[src/rtl/fp32_add_arbiter.sv]
// Arbitrates NUM_REQ requesters onto one pipelined FP32 adder and routes results back by tag.
// Define FP_ARB_RR_EN for round-robin arbitration; fixed priority (index 0 highest) otherwise.
module fp32_add_arbiter #(
    parameter int NUM_REQ     = 4,
    parameter int ADD_LATENCY = 3,
    localparam int CW = $clog2(ADD_LATENCY + 2),
    localparam int TW = $clog2(NUM_REQ)
) (
    input  logic                  clk,
    input  logic                  rst_n,
    input  logic [NUM_REQ-1:0]    req_valid,
    output logic [NUM_REQ-1:0]    req_ready,
    input  logic [32*NUM_REQ-1:0] req_a,
    input  logic [32*NUM_REQ-1:0] req_b,
    input  logic                  pause,
    output logic                  add_valid,
    output logic [31:0]           add_a,
    output logic [31:0]           add_b,
    input  logic                  add_valid_out,
    input  logic [31:0]           add_y,
    output logic [NUM_REQ-1:0]    rsp_valid,
    output logic [31:0]           rsp_y,
    output logic [CW-1:0]         inflight,
    output logic                  idle,
    output logic                  err
);

    logic [NUM_REQ-1:0] gnt;
    logic [TW-1:0]      gnt_idx;
    logic [31:0]        sel_a;
    logic [31:0]        sel_b;
    logic               xfer;

    logic [ADD_LATENCY:0] stg_v;
    logic [TW-1:0]        stg_t [ADD_LATENCY+1];
    logic                 head_v;
    logic [NUM_REQ-1:0]   head_oh;
    logic [CW-1:0]        cnt;

`ifdef FP_ARB_RR_EN
    logic [TW-1:0] rr_ptr;
    logic [TW:0]   cand;

    // Search starts just past the last granted index and wraps.
    always_comb begin
        gnt     = '0;
        gnt_idx = '0;
        cand    = '0;
        for (int k = 1; k <= NUM_REQ; k++) begin
            cand = {1'b0, rr_ptr} + (TW+1)'(k);
            if (cand >= (TW+1)'(NUM_REQ))
                cand = cand - (TW+1)'(NUM_REQ);
            if (gnt == '0 && req_valid[cand[TW-1:0]]) begin
                gnt[cand[TW-1:0]] = 1'b1;
                gnt_idx           = cand[TW-1:0];
            end
        end
        if (!rst_n || pause)
            gnt = '0;
    end

    always_ff @(posedge clk) begin
        if (!rst_n)
            rr_ptr <= TW'(NUM_REQ - 1);
        else if (xfer)
            rr_ptr <= gnt_idx;
    end
`else
    always_comb begin
        gnt     = '0;
        gnt_idx = '0;
        for (int i = 0; i < NUM_REQ; i++) begin
            if (gnt == '0 && req_valid[i]) begin
                gnt[i]  = 1'b1;
                gnt_idx = TW'(i);
            end
        end
        if (!rst_n || pause)
            gnt = '0;
    end
`endif

    always_comb begin
        sel_a = '0;
        sel_b = '0;
        for (int i = 0; i < NUM_REQ; i++) begin
            if (gnt[i]) begin
                sel_a = req_a[32*i +: 32];
                sel_b = req_b[32*i +: 32];
            end
        end
    end

    assign req_ready = gnt;
    assign xfer      = |gnt;

    // Stage 0 is the issue register; stage ADD_LATENCY lines up with add_valid_out.
    always_ff @(posedge clk) begin
        if (!rst_n) begin
            stg_v <= '0;
            add_a <= '0;
            add_b <= '0;
            for (int k = 0; k <= ADD_LATENCY; k++)
                stg_t[k] <= '0;
        end else begin
            stg_v    <= {stg_v[ADD_LATENCY-1:0], xfer};
            stg_t[0] <= gnt_idx;
            for (int k = 1; k <= ADD_LATENCY; k++)
                stg_t[k] <= stg_t[k-1];
            if (xfer) begin
                add_a <= sel_a;
                add_b <= sel_b;
            end
        end
    end

    assign add_valid = stg_v[0];
    assign head_v    = stg_v[ADD_LATENCY];

    always_comb begin
        head_oh = '0;
        head_oh[stg_t[ADD_LATENCY]] = 1'b1;
    end

    always_ff @(posedge clk) begin
        if (!rst_n) begin
            rsp_valid <= '0;
            rsp_y     <= '0;
            err       <= 1'b0;
        end else begin
            if (add_valid_out && head_v) begin
                rsp_valid <= head_oh;
                rsp_y     <= add_y;
            end else begin
                rsp_valid <= '0;
            end
            if (add_valid_out != head_v)
                err <= 1'b1;
        end
    end

    // A head retire counts whether or not the adder delivered.
    always_ff @(posedge clk) begin
        if (!rst_n)
            cnt <= '0;
        else if (xfer && !head_v)
            cnt <= cnt + 1'b1;
        else if (!xfer && head_v)
            cnt <= cnt - 1'b1;
    end

    assign inflight = cnt;
    assign idle     = (cnt == '0) && !add_valid;

endmodule

[config.mk]
export PLATFORM = sky130hd
export DESIGN_NAME = fp32_add_arbiter
export DESIGN_NICKNAME = d
export VERILOG_FILES = /design/src/rtl/fp32_add_arbiter.sv
export SDC_FILE = /design/constraint.sdc
export NUM_CORES = 1
export LEC_CHECK = 0
export BUFFER_PORTS_ARGS = -buffer_cell sky130_fd_sc_hd__buf_2
export CAP_MARGIN = 20
export CORE_AREA = 10 10 151 153
export DETAILED_ROUTE_END_ITERATION = 8
export DIE_AREA = 0 0 161 163
export PLACE_DENSITY = 0.61
export RECOVER_POWER = 50
export SYNTH_ARGS = -nofsm -noshare
export SYNTH_HDL_FRONTEND = slang
export SYNTH_SLANG_ARGS = --single-unit
[constraint.sdc]
create_clock -name clk -period 3.54 [get_ports clk]
set_input_delay 0.354 -clock clk [delete_from_list [all_inputs] [get_ports clk]]
set_output_delay 0.354 -clock clk [all_outputs]
set_load 0.1 [all_outputs]
==> impl_metrics.ini <==
[logic_synthesis]
synth_largest_area_cell = dfxtp_1
async_reset_ff_share_pct = 0
synth-simple-area-share_pct = 15.1
synthMuxAreaShare_pct = 6.16
synth_seq_area_share_pct = 43.3
synthCells = 547
synth_edf_count = 0
synth_fa_ha_area_share_pct = 0.839
synth_top_area_share_pct = 43.3
yosysMostFrequentCell = dfxtp_1
synth_compound_area_share_pct = 28.6
syn-num-nets = 846
synth-seq-cells = 116
yosysUniqueCellTypes = 31
synthTopCellsByCount = 116 x dfxtp_1, 47 x or3_1, 46 x a221o_1, 46 x a32o_1, 46 x o2bb2ai_1
netlist_area_um2 = 5370
synth_top_family_by_area = compound AO/OA/AOI/OAI gates
avgSynthCellArea_um2 = 9.81
yosysWarnings = 0
yosys-top-cells-area = dfxtp_1 43%, a221o_1 8.6%, a32o_1 8.6%
synthXorXnorAreaFrac_pct = 0.326
synth_flop_cell = dfxtp_1

[route]
via_per_inst = 5.11
wire_per_inst_um = 21.0
ant_nets = 0
first_pass_iters = 6
drt_iter0_drc = 439
drc = 0
wl_um = 25200
num_vias = 6140

[timing]
setup_viol = 0
fin_skew_ps = 3.91
fmax_mhz = 372
timing.final.crit_share_pct = 75.9
slew_viol_final = 0
slew_headroom_pct = 15.0
rsz0062_at_grt = false
tightest_slew_ps = 1280
setup_slack_ps = 854
tns_ps = 0
fin_crit_ps = 2690
hold_violations = 0

[worst_setup_path]
max_stage_delay_ps = 820
critPathKind = input port to primary output
critPathCaptureType = primary output
worstSetupStartpointType = input port
crit_required_ps = 3190
path_cells = clkbuf_1 -> or4b_4 -> nor2_4 -> buf_2
arrival_ps = 2330
path_max_fanout = 58
cp_slowest_cell = or4b_4

[grt]
grt_pass1_wl_um = 37500
grt_max_degree = 69
grt_use_total_pct = 18.1
grt_pass1_vias = 6329
gr-total-overflow = 0
antenna_found_initial = 4

[clocking]
ctsResizeCount = 0
clk_path_buf_depth = 2
cts_setup_buffers = 0
cts_tree = yes
clk_pin_slew_ps = 60
cts_max_level = 4
cts_buffers = 17
cts_sinks = 116
holdBufCountCts = 0
root_buffer = clkbuf_16
clk_latency_ps = 410

[place]
gp_congestion = 0.835
hpwlAfterDp_um = 19200
numPortBuffers = 405
dpl_worst_slack_ps = 1020

[floorplanning]
start_util_pct = 27.0
fp.dieH_um = 163
rows = 52
dieArea_um2 = 26200
coreArea_um2 = 19900
fp.dieW_um = 161
io_pins = 406

[layout]
fill_cells = 2075
antenna_cells = 0
fin_nets = 1217
area_delta_synth_final_pct = 50.5
drive_above_1_share_pct = 38.2

[min_path]
hold_class = input port to flop

[power]
power.leakage_nw = 3.33
ir_drop_v = 0.000296
power.density_nw_per_um2 = 472

[run_status]
status = finished clean

[flow_run]
max_cap_violations = 0
[flip-flops by register name, indices dropped and copies added, names as in the netlist]
signal,flops
rsp_valid,4
stg_t,8
rsp_y,32
inflight,3
err,1
add_a,32
stg_v,4
add_b,32
[stage by stage]
stage / util (%) / hold WS (ps) / std cells / total power, mW / area [um^2]
2_1_floorplan: - / 412 / 547 / 1.87 / 5370
3_3_place_gp: 38.3 / 414 / 1169 / 2.14 / 7630
3_5_place_dp: 38.3 / 419 / 1169 / 2.15 / 7630
4_1_cts: 41.2 / 110 / 1201 / 3.88 / 8210
5_1_grt: 40.6 / 128 / 1201 / 3.98 / 8080
6_report: 40.6 / 135 / 1201 / 3.81 / 8080
[layout make-up]
cell class              instances  area, um^2  area share [%]
repair buffers                415        2030            25.1
well taps                     270         338            4.18
flip-flops and latches        116        2320            28.7
multi-input cells             362        2780            34.5
clock buffers                  18         439            5.44
clock inverters                14         143            1.77
inverters                       6        22.5           0.279
[worst paths after layout]
path | start | to | slack (ps) | cells after the start
worst max-delay path | rst_n | req_ready[2] | 850 | 4
worst max register to register | stg_v[3]$_SDFF_PN0_ | rsp_y[18]$_SDFFE_PN0P_ | 1790 | 3
worst min register to register | stg_t[2][1]$_SDFF_PN0_ | stg_t[3][1]$_SDFF_PN0_ | 430 | 1
worst min-delay path | req_b[105] | add_b[9]$_SDFFE_PN0N_ | 130 | 3
[cells by family (layout without fill, tap and decap cells)]
| kind of cell | after synthesis | count (layout) |
|---|---|---|
| AOI/OAI and AO/OA | 161 | 161 |
| xor gates and xnor gates | 2 | 2 |
| adders and majority gates | 3 | 3 |
| buffers and inverters | 69 | 453 |
| DFF | 116 | 116 |
| and+or+nand+nor | 163 | 163 |
| muxes | 33 | 33 |
[worst max-delay path: cells and delay by family]
family / cells / cell delay [ps]
simple gates: 2 / 1040
buf+inv: 2 / 880
[cells in the final DEF, fill, tap and decap left out, types with 2 or more instances in the layout]
| cell | count |
|---|---|
| a222oi_1 | 18 |
| xor2_1 | 2 |
| clkbuf_16 | 17 |
| nor2_1 | 38 |
| o21ai_0 | 2 |
| and2_1 | 5 |
| clkinvlp_4 | 5 |
| and2_0 | 4 |
| dfxtp_1 | 116 |
| buf_12 | 4 |
| buf_4 | 7 |
| inv_6 | 5 |
| a221o_1 | 46 |
| clkbuf_1 | 100 |
| or3_1 | 47 |
| nor3_1 | 5 |
| nand2_1 | 37 |
| buf_2 | 304 |
| a32o_1 | 46 |
| inv_1 | 6 |
| nand3_1 | 19 |
| mux2i_1 | 33 |
| o2bb2ai_1 | 46 |
| inv_8 | 2 |
[routing by layer]
metal / global-route usage [%] / vias up / wire (um)
li1: - / 2915 / -
met1: 19.7 / 2884 / 9650
met2: 31.2 / 305 / 12600
met3: 8.52 / 30 / 2580
met4: 4.55 / 6 / 322
met5: 0 / - / 47
[power breakdown]
part | leakage, nW | switching, mW | internal [mW]
clock | 0.270 | 0.703 | 1.00
combinational | 2.11 | 0.511 | 0.215
sequential | 0.942 | 0.0265 | 1.35
total | 3.33 | 1.24 | 2.57
(Power assumes the default switching activity.)
